**src/rtl/alarm_sequencer.sv**
```systemverilog
// Alarm sequencer: detects the alarm minute and runs the ring / snooze / stop cycle.
// Latency 1 clk from input edge or tick to AA/state; no backpressure, inputs are levels and pulses.
module alarm_sequencer #(
    parameter int SNOOZE_SEC       = 300,
    parameter int RING_TIMEOUT_SEC = 60,
    parameter int MAX_SNOOZES      = 3
) (
    input  logic       clk_i,
    input  logic       rst_ni,
    input  logic       tick_1hz_i,
    input  logic [4:0] cur_hr_i,
    input  logic [5:0] cur_min_i,
    input  logic [4:0] alm_hr_i,
    input  logic [5:0] alm_min_i,
    input  logic       alarm_on_i,
    input  logic       mute_i,
    input  logic       snooze_i,
    input  logic       stop_i,
    output logic       aa_o,
    output logic       beep_o,
    output logic       snoozing_o,
    output logic [1:0] snz_left_o,
    output logic       missed_o,
    output logic [1:0] state_o
);

    typedef enum logic [1:0] {
        IDLE   = 2'd0,
        RING   = 2'd1,
        SNOOZE = 2'd2,
        DONE   = 2'd3
    } state_t;

    localparam logic [9:0] SNZ_LOAD = 10'(SNOOZE_SEC);
    localparam logic [9:0] RING_LIM = 10'(RING_TIMEOUT_SEC);
    localparam logic [1:0] SNZ_MAX  = 2'(MAX_SNOOZES);

    state_t     state_q, state_d;
    logic [9:0] ring_cnt_q, ring_cnt_d;
    logic [9:0] snz_tmr_q, snz_tmr_d;
    logic [1:0] snz_cnt_q, snz_cnt_d;
    logic       beep_q, beep_d;
    logic       missed_q, missed_d;
    logic       match_q, snooze_q, stop_q;

    logic match, match_rise, snz_p, stp_p;

    assign match      = alarm_on_i && (cur_hr_i == alm_hr_i) && (cur_min_i == alm_min_i);
    assign match_rise = match && !match_q;
    assign snz_p      = snooze_i && !snooze_q;
    assign stp_p      = stop_i && !stop_q;

    always_comb begin
        state_d    = state_q;
        ring_cnt_d = ring_cnt_q;
        snz_tmr_d  = snz_tmr_q;
        snz_cnt_d  = snz_cnt_q;
        beep_d     = beep_q;
        missed_d   = missed_q;
        if (!alarm_on_i) begin
            state_d    = IDLE;
            ring_cnt_d = '0;
            snz_tmr_d  = '0;
            snz_cnt_d  = '0;
            beep_d     = 1'b0;
            missed_d   = 1'b0;
        end else begin
            case (state_q)
                IDLE: begin
                    // Edge-only trigger: a muted edge is consumed for the whole minute.
                    if (match_rise && !mute_i) begin
                        state_d    = RING;
                        ring_cnt_d = '0;
                        beep_d     = 1'b1;
                        missed_d   = 1'b0;
                    end
                end
                RING: begin
                    if (stp_p) begin
                        state_d = DONE;
                    end else if (snz_p && (snz_cnt_q < SNZ_MAX)) begin
                        state_d   = SNOOZE;
                        snz_cnt_d = snz_cnt_q + 2'd1;
                        snz_tmr_d = SNZ_LOAD;
                    end else if (tick_1hz_i) begin
                        beep_d     = !beep_q;
                        ring_cnt_d = ring_cnt_q + 10'd1;
                        if (ring_cnt_q + 10'd1 == RING_LIM) begin
                            state_d  = DONE;
                            missed_d = 1'b1;
                        end
                    end
                end
                SNOOZE: begin
                    if (stp_p) begin
                        state_d = DONE;
                    end else if (tick_1hz_i) begin
                        snz_tmr_d = snz_tmr_q - 10'd1;
                        if (snz_tmr_q == 10'd1) begin
                            state_d    = RING;
                            ring_cnt_d = '0;
                            beep_d     = 1'b1;
                        end
                    end
                end
                default: begin
                    // Hold until the alarm minute passes so the same minute cannot retrigger.
                    if (!match) begin
                        state_d   = IDLE;
                        snz_cnt_d = '0;
                    end
                end
            endcase
        end
    end

    always_ff @(posedge clk_i or negedge rst_ni) begin
        if (!rst_ni) begin
            state_q    <= IDLE;
            ring_cnt_q <= '0;
            snz_tmr_q  <= '0;
            snz_cnt_q  <= '0;
            beep_q     <= 1'b0;
            missed_q   <= 1'b0;
            match_q    <= 1'b0;
            snooze_q   <= 1'b0;
            stop_q     <= 1'b0;
        end else begin
            state_q    <= state_d;
            ring_cnt_q <= ring_cnt_d;
            snz_tmr_q  <= snz_tmr_d;
            snz_cnt_q  <= snz_cnt_d;
            beep_q     <= beep_d;
            missed_q   <= missed_d;
            match_q    <= match;
            snooze_q   <= snooze_i;
            stop_q     <= stop_i;
        end
    end

    assign aa_o       = (state_q == RING);
    assign beep_o     = aa_o && beep_q;
    assign snoozing_o = (state_q == SNOOZE);
    assign snz_left_o = SNZ_MAX - snz_cnt_q;
    assign missed_o   = missed_q;
    assign state_o    = state_q;

endmodule
```
**config.mk**
```make
export PLATFORM = sky130hd
export DESIGN_NAME = alarm_sequencer
export DESIGN_NICKNAME = d
export VERILOG_FILES = /design/src/rtl/alarm_sequencer.sv
export SDC_FILE = /design/constraint.sdc
export NUM_CORES = 1
export LEC_CHECK = 0
export BUFFER_PORTS_ARGS = -buffer_cell sky130_fd_sc_hd__clkbuf_2
export CAP_MARGIN = 40
export CORE_UTILIZATION = 25
export CTS_CLUSTER_SIZE = 10
export DETAILED_ROUTE_END_ITERATION = 10
export PLACE_DENSITY_LB_ADDON = 0.05
export SKIP_LAST_GASP = 1
export SLEW_MARGIN = 20
export SYNTH_ARGS = -nofsm -noshare
export SYNTH_HDL_FRONTEND = slang
export SYNTH_SLANG_ARGS = --single-unit
```
**constraint.sdc**
```tcl
create_clock -name clk_i -period 2.7 [get_ports clk_i]
set_clock_uncertainty 0.2 [all_clocks]
set_input_delay 0.135 -clock clk_i [delete_from_list [all_inputs] [get_ports clk_i]]
set_output_delay 0.135 -clock clk_i [all_outputs]
set_load 0.05 [all_outputs]
```
After elaboration in Yosys (flattened, before gate mapping)

Index checks and enable logic that the tools add are counted.

Add/sub/neg operators: 4
Order comparisons: 1
Equal/unequal tests: 25
Multiplexer cells: 46
Reductions and logical operators: 20

Operators with widths:

| cell                                                 | number |
|---|---|
| 2-to-1 mux 10 bit                                    | 13 |
| one-hot mux 10 bit (3 select lines)                  | 1 |
| 2-to-1 mux 2 bit                                     | 13 |
| != test 3 bit, second input constant                 | 7 |
| one-hot mux 10 bit (2 select lines)                  | 1 |
| 2-to-1 mux 1 bit                                     | 14 |
| AND reduction 6 bit                                  | 2 |
| adder 10 x 1 -> 10 bit, second input constant        | 1 |
| equality test 10 x 1 -> 1 bit, second input constant | 1 |
| equality test 10 x 6 -> 1 bit, second input constant | 1 |
| subtractor 10 x 1 -> 10 bit, second input constant   | 1 |
| != test 3 x 2 -> 1 bit, second input constant        | 3 |
| logical AND 1 bit                                    | 8 |
| AND reduction 8 bit                                  | 1 |
| equality test 6 bit                                  | 1 |
| != test 3 x 1 -> 1 bit, second input constant        | 2 |
| one-hot mux 2 bit (3 select lines)                   | 1 |
| equality test 5 bit                                  | 1 |
| zero test 1 bit                                      | 5 |
| != test 5 x 2 -> 1 bit, second input constant        | 1 |
| != test 5 x 3 -> 1 bit, second input constant        | 1 |
| != test 5 x 4 -> 1 bit, second input constant        | 1 |
| AND reduction 5 bit                                  | 1 |
| != test 4 x 1 -> 1 bit, second input constant        | 1 |
| other kinds (14)                                     | 14 |

Bits in registers: 29
Input port bits: 29
Output and inout bits: 8
Word-level logic and storage cells: 105

Logic depth before layout (Yosys ltp)

Gate-level depths: netlist of run 1.

Depth in word-level cells: 8
Gate-level depth with buffers: 8
Depth with buffers taken out: 8

Worst setup path after synthesis of run 1

OpenSTA, ideal clock, no wires.

Kind: reg2reg
Start: register state_q[0] (netlist: state_o[0])
End: register beep_q
Library setup time: 125 ps
Arrival: 2,281 ps
Data required time: 2,375 ps
Setup slack: 94 ps
Stages on the path, launching flop included: 7
Buffers on the path: 2
Cells stage by stage: dfrtp_1 clkbuf_1 nor2b_1 buf_2 and2_1 nor2_1 mux2_4

Cells in the longest elaborated chain, start to end: 3

RTL lines:

| element                                                                  | RTL line | text |
|---|---|---|
| start: declaration                                                       | 38       | `state_t state_q, state_d;` |
| start signal: assignment                                                 | 129      | `state_q <= state_d;` |
| equality test 2 x 1 -> 1 bit (*)                                         | n/a      |  |
| net aa_o                                                                 | 19       | `output logic aa_o,` |
| != test 4 x 1 -> 1 bit (no source line) (tied with other cells)          | n/a      |  |
| AND reduction 8 bit (no source line) or 2-to-1 mux 1 bit (tied branches) | n/a      |  |
| end signal: assignment                                                   | 133      | `beep_q <= beep_d;` |
| end: declaration                                                         | 42       | `logic beep_q, beep_d;` |

The timed path passes the listed nets; every way through them passes the cells marked *.
A chain may end at the register's enable or synchronous reset.

Worst setup path in the final report of run 1

Start: input cur_min_i[4]
End: register ring_cnt_q[1]

Cells in the longest elaborated chain, start to end: 6

RTL lines:

| element                              | RTL line | text |
|---|---|---|
| start: declaration                   | 12       | `input logic [5:0] cur_min_i,` |
| equality test 6 bit                  | 48       | `assign match = alarm_on_i && (cur_hr_i == alm_hr_i) && (cur_min_i == alm_min_i);` |
| logical AND 1 bit                    | 48       |  |
| logical AND 1 bit                    | 49       | `assign match_rise = match && !match_q;` |
| logical AND 1 bit                    | 71       | `if (match_rise && !mute_i) begin` |
| != test 3 bit (no source line)       | n/a      |  |
| AND reduction 8 bit (no source line) | n/a      |  |
| end signal: assignment               | 130      | `ring_cnt_q <= ring_cnt_d;` |
| end: declaration                     | 39       | `logic [9:0] ring_cnt_q, ring_cnt_d;` |

No other way between the ends.

==> results of run 1 <==
[placed cells by master, fill, tap and decap left out, types with 3 or more instances in the layout]
cell type      count
nand3_1           10
nand4_1            8
xnor2_1           11
dlygate4sd3_1      4
nand2_1           19
nor2b_1            3
a21oi_1           24
o21ai_0           14
and3_1             5
buf_4              7
or3_1              3
a31oi_1            6
mux2i_1            3
o21a_1             4
clkbuf_8           7
ha_1               4
nor2_1            15
clkbuf_2          36
nor3_1             6
dfrtp_1           29
inv_1              8
[routing by layer]
metal / vias up / track usage [%]
li1: 877 / -
met1: 850 / 19.10
met5: - / 0
met3: 4 / 3.770
met2: 16 / 26.29
met4: 0 / 4.106
[metrics by stage]
| stage | cells | hold WS, ns |
|---|---|---|
| finish | 360 | 0.007633 |
| global route | 360 | 0.03794 |
| CTS | 360 | 0.008451 |
| detailed placement | 348 | -0.1271 |
| global placement | 347 | 0.06904 |
| floorplan | 214 | -0.3606 |
[worst max-delay path: stages]
cell and delay, ns:
dlygate4sd3_1 0.54, clkbuf_2 0.11, xnor2_1 0.12, nand4_1 0.14, or4b_4 0.54, nor2_2 0.10, o32a_2 0.31, mux2_2 0.36
[flip-flops by register name (all words and copies together), names as in the netlist]
name and cells:
snooze_q 1, state_o 2, ring_cnt_q 10, stop_q 1
missed_o 1, match_q 1, beep_q 1, snz_tmr_q 10
snz_cnt_q 2
[area by class of cell]
class,instances,area [um^2]
sequential,29,725.7
tap,99,123.9
inverter,9,33.78
multi-input combinational,167,1051
clock buffer,7,96.34
fill,807,4878
timing repair buffer,48,300.3
clock inverter,1,5.005
[cell families after synthesis]
| logic type | count (synthesis) | share of synthesized area (%) |
|---|---|---|
| flip-flops | 29 | 39.11 |
| multiplexers | 6 | 3.641 |
| adder cells (fa/ha/maj) | 4 | 2.697 |
| buffers and inverters | 18 | 4.248 |
| XOR/XNOR | 11 | 5.192 |
| AO/OA/AOI/OAI | 64 | 21.65 |
| AND/OR/NAND/NOR | 82 | 23.47 |
[how the worst max path moves through the flow]
stage	start	slack [ns]	to
finish	cur_min_i[4]	0.31	ring_cnt_q[1]
global route	ring_cnt_q[0]	0.08	state_o[0]
CTS	cur_min_i[4]	0.30	ring_cnt_q[1]
detailed placement	ring_cnt_q[0]	0.35	state_o[0]
global placement	snz_cnt_q[0]	0.32	beep_q
floorplan	state_o[0]	0.09	beep_q
[power breakdown]
part           internal (mW)  leakage, nW  switching, mW
clock                  0.231       0.0542          0.189
sequential             0.506        0.383         0.0772
combinational          0.265        0.577          0.502
total                   1.00         1.01          0.768
==> key figures, run 1 <==
Clocking
  – Postcts setup bufs: 0
  – H-tree depth reported by CTS: 2
  – CTS clk-pin slew, worst paths: 0.07 ns
  – CTS max path bufs: 2
  – CTS resizes: 0
  – CTS Hold Bufs: 4
  – Root Buffer: clkbuf_8
  – Sink Count: 29
  – CTS tree: done
  – Num CTS Buffers: 5
  – Worst skew pair latency: 0.29 ns

Timing
  – Post-Route Setup TNS: 0 ns
  – Max-slew violations: 0
  – Relative max-transition margin: 68.89%
  – Setup ws final: 0.3135 ns
  – Period utilisation layout: 88.39%
  – Endpoints failing setup: 0
  – Worst Tran Pin Value: 0.4631 ns
  – Final Hold Fails: 0
  – RSZ-0062 raised after global routing: false
  – Fin crit period: 2.387 ns
  – Peak Freq: 0.4190 GHz

Hold path
  – WHS Path Cells: 3
  – Worst Hold Launch: alarm_on_i
  – Worst Hold End: match_q
  – Worst min path class: in2reg

Yosys
  – Area leader, netlist: dfrtp_1
  – Main synth FF type: dfrtp_1
  – Post-Syn Area per Cell: 8.671 um^2
  – Number of synthesized register bits: 29
  – Part of the Yosys area used for sequential elements: 39.11%
  – Mapped Area: 0.001856 mm^2
  – EDFF count, synth: 0
  – Post-synthesis cell count: 214
  – Most frequent cells after synthesis: dfrtp_1 (29), a21oi_1 (24), nand2_1 (19)
  – Synth warn: 0
  – Count leader, synth: dfrtp_1
  – Synth cell types: 48
  – Top post-synthesis cells by area: dfrtp_1 (39%), a21oi_1 (6.5%), xnor2_1 (5.2%), nand2_1 (3.8%), o21ai_0 (3.8%)
  – Fraction of registers with async set/reset: 100.0%
  – Mapped Nets: 247
  – Synth top area share: 39.11%

Placed design
  – DP Area: 0.002195 mm^2
  – HPWL Detailed: 3778 um
  – Placer Congestion: 0.7167
  – # port buffers: 36
  – Pre-CTS setup slack: 0.3480 ns

Routing
  – Antenna Nets Post-Route: 0
  – 1st-iter DRT viols: 69
  – Final wirelength: 5235 um
  – Metal3 WL: 105 um
  – Top Metal Used: met4
  – # DRC: 0
  – Vias post-DR: 1,747
  – Via/cell ratio: 4.853
  – Drt pass-1 iters: 4
  – Wl on met1: 2495 um
  – DR WL/cell: 14.54 um
  – Met2 WL post-DR: 2588 um

Setup path
  – Reg2Reg Launch Point: snz_cnt_q[0]
  – WP data required: 2.67 ns
  – Crit Path Max Fanout: 11
  – Reg2reg setup slack: 0.32 ns
  – Crit Path Category: in2reg
  – Critical Path AT: 2.36 ns
  – R2r worst-path depth: 6
  – R2r endpoint: beep_q
  – Setup crit end kind: flip-flop
  – Startpoint Class: primary input

Floorplan
  – Cell Rows: 31
  – Core area: 0.007214 mm^2
  – Die height: 88.15 um
  – Chip Width: 88.15 um
  – I/O Pins: 37
  – Starting Density: 25.72%
  – Die ar.: 0.007770 mm^2

Power and ir drop
  – Worst VDD drop: 302.3 uV
  – Tot Pwr: 1.769 mW
  – Pleak: 1.014 nW
  – Power density cells: 757.3 mW/mm^2

Job
  – MaxCap Viol Count: 0

Finish
  – Final instance area: 0.002336 mm^2
  – Final Util: 32.38%
  – Diode count: 0
  – Area grow syn2layout: 25.89%
  – Layout cells sized above 1: 24.52%
  – Final-stage net count: 293

Global route
  – Grt total ovfl: 0
  – GRT Total Usage: 15.29%
  – Global-route wire length before repair: 8949 um
  – Antenna violations before repair: 0
  – Pin count of the biggest net entering global routing: 19
  – Vias in the first global route: 1,760

Status
  – Status: finished, final reports clean
No activity file was read; power rests on OpenSTA's default activity.
==> run 2, diff against run 1 <==
--- a/config.mk
+++ b/config.mk
@@ -11,6 +11,7 @@
 export CTS_CLUSTER_SIZE = 10
 export DETAILED_ROUTE_END_ITERATION = 10
 export PLACE_DENSITY_LB_ADDON = 0.05
+export RECOVER_POWER = 50
 export SKIP_LAST_GASP = 1
 export SLEW_MARGIN = 20
 export SYNTH_ARGS = -nofsm -noshare
==> constraint.sdc (replaced) <==
create_clock -name clk_i -period 2.6 [get_ports clk_i]
set_clock_uncertainty 0.2 [all_clocks]
set_input_delay 0.13 -clock clk_i [delete_from_list [all_inputs] [get_ports clk_i]]
set_output_delay 0.13 -clock clk_i [all_outputs]
set_load 0.05 [all_outputs]
==> run 2 against run 1 <==
Compared with the run above: first-iteration DRC count down 29%; worst setup slack worse by 0.060 ns; worst hold slack better by 0.0092 ns; non-clock buffer count unchanged; core utilization down 0.62 points; register-to-register slack worse by 0.07 ns; clock power down 7.9%; largest cell class unchanged; largest power group unchanged.
==> key figures, run 2 (synthesized netlist as in run 1, its figures left out) <==
Status
  – Status: finished, final reports clean

Timing
  – Worst Tran Pin Value: 1.131 ns
  – Peak Freq: 0.4262 GHz
  – Endpoints failing setup: 0
  – Max-slew violations: 0
  – RSZ-0062 raised after global routing: false
  – Relative max-transition margin: 24.59%
  – Period utilisation layout: 90.24%
  – Final Hold Fails: 0
  – Hold_ws: 0.01682 ns
  – Fin crit period: 2.346 ns
  – Post-Route Setup TNS: 0 ns

Setup path
  – Crit path capture: beep_q
  – Reg2reg setup slack: 0.25 ns
  – Crit path launch: snz_cnt_q[0]
  – Reg2Reg Launch Point: snz_cnt_q[0]
  – R2r worst-path depth: 6
  – Startpoint Class: flip-flop
  – Crit Path Max Fanout: 11
  – Crit Path Category: reg2reg
  – R2r endpoint: beep_q
  – WP data required: 2.57 ns
  – Setup crit end kind: flip-flop
  – Critical Path AT: 2.32 ns

Placed design
  – Placer Congestion: 0.7028
  – # port buffers: 36
  – DP Area: 0.002203 mm^2
  – HPWL Detailed: 3893 um

Clocking
  – Root Buffer: clkbuf_8
  – CTS tree: done
  – H-tree depth reported by CTS: 2
  – Worst skew pair latency: 0.28 ns
  – CTS clk-pin slew, worst paths: 0.06 ns
  – Postcts setup bufs: 0
  – Sink Count: 29
  – Num CTS Buffers: 5
  – CTS max path bufs: 2

Routing
  – Drt pass-1 iters: 4
  – Antenna Nets Post-Route: 0
  – Via/cell ratio: 4.841
  – 1st-iter DRT viols: 49
  – Final wirelength: 5212 um
  – # DRC: 0
  – Vias post-DR: 1,738
  – DR WL/cell: 14.52 um

Finish
  – Area grow syn2layout: 23.47%
  – Diode count: 0
  – Most common cell after layout, fill and taps aside: clkbuf_2
  – Layout cells sized above 1: 22.69%
  – Final instance area: 0.002291 mm^2
  – Biggest regs: ring_cnt_q: 10 flops, snz_tmr_q: 10 flops
  – Most frequent cells in the layout: clkbuf_2 (32), dfrtp_1 (29), a21oi_1 (24)
  – Final Util: 31.76%
  – Final-stage net count: 293

Floorplan
  – Die height: 88.15 um
  – Chip Width: 88.15 um
  – Core area: 0.007214 mm^2
  – I/O Pins: 37
  – Starting Density: 25.72%
  – Die ar.: 0.007770 mm^2
  – Cell Rows: 31

Global route
  – GRT Total Usage: 15.28%
  – Vias in the first global route: 1,788
  – Grt total ovfl: 0
  – Pin count of the biggest net entering global routing: 20
  – Global-route wire length before repair: 8976 um
  – Antenna violations before repair: 0

Power and ir drop
  – Pleak: 0.9823 nW
  – Tot Pwr: 1.804 mW
  – Worst VDD drop: 233.5 uV
  – Power density cells: 787.6 mW/mm^2

Hold path
  – Worst min path class: in2reg

Job
  – MaxCap Viol Count: 0
run 2: cell count changes in the layout (fill, tap and decap cells not counted), sizes merged:
cell         change
clkbuf           +1
clkinv           -1
dlygate4sd3      -1
run 2: routing by layer:
metal | routed length [um] | share of wire [%] | vias to the layer above | track usage [%]
met1 | 2474 | 47 | 838 | 19.98
met2 | 2541 | 49 | 21 | 25.37
met5 | 0 | 0 | - | 0
met4 | 55 | 1.1 | 0 | 4.399
li1 | - | - | 873 | -
met3 | 141 | 2.7 | 6 | 3.299
run 2: repair_timing:
action                    4_1_cts  5_1_grt
hold endpoints to repair       31        0
hold buffers                    3        0
resized for setup               0        0
run 2: area by class of cell:
cell class,count,area [um^2]
flip-flops and latches,29,725.7
inverters,9,33.78
multi-input cells,167,1052
clock buffers,7,86.33
fillers,796,4923
repair buffers,48,269.0
well taps,99,123.9
run 2: critical path: stages (launching register included):
cell and delay [ns]:
dfrtp_1 0.41, ha_1 0.25, or3b_1 0.43, nand4_1 0.16, nand3_1 0.14, o32a_2 0.32
mux2_4 0.33
run 2: worst min path at each step:
stage	startpoint	to	slack, ns	cells past startpoint
6_report	alarm_on_i	match_q	0.02	3
3_3_place_gp	rst_ni	match_q	0.07	1
2_1_floorplan	rst_ni	beep_q	-0.37	0
3_5_place_dp	rst_ni	match_q	-0.14	1
4_1_cts	cur_min_i[4]	match_q	0.02	4
5_1_grt	alarm_on_i	match_q	0.05	3
run 2: metrics by stage:
| stage | setup slack (ns) | instances |
|---|---|---|
| after detailed placement | 0.2734 | 349 |
| after floorplan | 0.1365 | 214 |
| after CTS | 0.2593 | 359 |
| after global placement | 0.2829 | 348 |
| final | 0.2537 | 359 |
| after global routing | 0.03396 | 359 |
run 2: power by group:
part | internal, mW | leakage [nW] | switching (mW)
Sequential | 0.526 | 0.383 | 0.0839
Clock | 0.210 | 0.0443 | 0.177
Combinational | 0.280 | 0.555 | 0.528
==> run 3, diff against run 2 <==
--- a/config.mk
+++ b/config.mk
@@ -8,6 +8,7 @@
 export BUFFER_PORTS_ARGS = -buffer_cell sky130_fd_sc_hd__clkbuf_2
 export CAP_MARGIN = 40
 export CORE_UTILIZATION = 25
+export CTS_BUF_LIST = sky130_fd_sc_hd__clkbuf_16
 export CTS_CLUSTER_SIZE = 10
 export DETAILED_ROUTE_END_ITERATION = 10
 export PLACE_DENSITY_LB_ADDON = 0.05
==> run 3 against run 2 <==
Compared with the run above: core utilization up 0.64 points; critical path depth unchanged; global-route usage up 0.32 points; power up 8.3%; clock power up 37%; wire length up 1.7%; via count up 0.40%; die area unchanged; sequential power about the same; count of clock-buffer cells in the layout down 2; flip-flop and latch count unchanged.
==> key figures, run 3 (synthesized netlist as in run 1, its figures left out) <==
Setup path
  – Startpoint Class: flip-flop
  – CP Cell Sequence: ha_1 -> or3b_1 -> nand4_1 -> nand3_1 -> o32a_2 -> mux2_4
  – Crit Path Max Fanout: 11
  – Crit Path Category: reg2reg
  – WP data required: 2.55 ns
  – Critical Path AT: 2.30 ns
  – Worst path slowest cell: or3b_1
  – Setup crit end kind: flip-flop
  – Worst path max stage delay: 0.42 ns

Finish
  – Area grow syn2layout: 25.96%
  – Diode count: 0
  – Biggest regs: ring_cnt_q: 10 flops, snz_tmr_q: 10 flops
  – Most frequent cells in the layout: clkbuf_2 (32), dfrtp_1 (29), a21oi_1 (24)
  – Final Util: 32.40%
  – Fill count: 788
  – Final-stage net count: 293
  – Layout cells sized above 1: 22.31%
  – Most common cell after layout, fill and taps aside: clkbuf_2

Timing
  – Max-slew violations: 0
  – Setup ws final: 0.2506 ns
  – Endpoints failing setup: 0
  – Post-Route Setup TNS: 0 ns
  – Fin crit period: 2.349 ns
  – Period utilisation layout: 90.36%
  – Final Hold Fails: 0
  – Relative max-transition margin: 25.49%
  – Worst Tran Pin Value: 1.118 ns
  – Peak Freq: 0.4256 GHz
  – RSZ-0062 raised after global routing: false

Placed design
  – Placer Congestion: 0.7028
  – Pre-CTS setup slack: 0.2734 ns
  – # port buffers: 36
  – HPWL Detailed: 3893 um

Clocking
  – Sink Count: 29
  – H-tree depth reported by CTS: 2
  – Postcts setup bufs: 0
  – CTS max path bufs: 2
  – CTS tree: done
  – Worst skew pair latency: 0.27 ns
  – CTS clk-pin slew, worst paths: 0.05 ns
  – Num CTS Buffers: 5
  – CTS resizes: 0
  – CTS Hold Bufs: 3
  – Root Buffer: clkbuf_16

Floorplan
  – I/O Pins: 37
  – Chip Width: 88.15 um
  – Core area: 0.007214 mm^2
  – Cell Rows: 31
  – Die ar.: 0.007770 mm^2
  – Die height: 88.15 um
  – Starting Density: 25.72%

Global route
  – Antenna violations before repair: 0
  – Vias in the first global route: 1,803
  – GRT Total Usage: 15.59%
  – Grt total ovfl: 0
  – Pin count of the biggest net entering global routing: 20
  – Global-route wire length before repair: 9087 um

Routing
  – Drt pass-1 iters: 6
  – # DRC: 0
  – 1st-iter DRT viols: 59
  – Final wirelength: 5303 um
  – Via/cell ratio: 4.861
  – Vias post-DR: 1,745
  – DR WL/cell: 14.77 um
  – Antenna Nets Post-Route: 0

Hold path
  – Worst min path class: in2reg

Power and ir drop
  – Pleak: 1.007 nW
  – Worst VDD drop: 289.3 uV
  – Tot Pwr: 1.953 mW
  – Power density cells: 835.7 mW/mm^2

Status
  – Status: finished, final reports clean

Job
  – MaxCap Viol Count: 0
-- run 3: report_power, final --
| part | total (mW) | switching (mW) | internal, mW | leakage [nW] |
|---|---|---|---|---|
| sequential | 0.611 | 0.0840 | 0.527 | 0.383 |
| clock | 0.529 | 0.188 | 0.341 | 0.0685 |
| combinational | 0.814 | 0.534 | 0.280 | 0.555 |
-- run 3: stage by stage --
stage / std cells / hold WS (ns) / cell area [um^2]
6_report: 359 / 0.03445 / 2337
5_1_grt: 359 / 0.06835 / 2337
4_1_cts: 359 / 0.03636 / 2366
3_5_place_dp: 349 / -0.1394 / 2203
3_3_place_gp: 348 / 0.06541 / 2176
2_1_floorplan: 214 / -0.3656 / 1857
-- run 3: final cells by class --
| type | count | area (um^2) | share of cell area [%] |
|---|---|---|---|
| multi-input cells | 167 | 1052 | 45.02 |
| flip-flops and latches | 29 | 725.7 | 31.05 |
| repair buffers | 48 | 269.0 | 11.51 |
| clock buffers | 5 | 125.1 | 5.353 |
| well taps | 99 | 123.9 | 5.300 |
| inverters | 9 | 33.78 | 1.445 |
| clock inverters | 2 | 7.507 | 0.3212 |
-- run 3: layer usage --
layer | GRT usage, % | vias up | part of all wire (%)
met1 | 19.92 | 851 | 47
met3 | 3.299 | 4 | 2.3
met5 | 0 | - | 0
met4 | 5.279 | 0 | 1.2
li1 | - | 877 | -
met2 | 26.15 | 13 | 50
-- run 3: path summary, 6_finish.rpt --
kind                              startpoint         end  slack (ns)  cells past startpoint
worst max-delay path            snz_cnt_q[0]      beep_q        0.25                      6
worst min register to register        beep_q      beep_q        0.30                      1
worst min-delay path              alarm_on_i     match_q        0.03                      3
worst max register to register  snz_cnt_q[0]      beep_q        0.25                      6
max in group asynchronous             rst_ni  state_o[0]        0.53                      3
min in group asynchronous             rst_ni    snooze_q        0.23                      2
-- run 3: critical path, delay by kind of cell (launching register included) --
kind            cells  cell delay (ns)
fa+ha+maj           1             0.25
flops               1             0.40
simple gates        3             0.72
mux                 1             0.33
compound gates      1             0.33
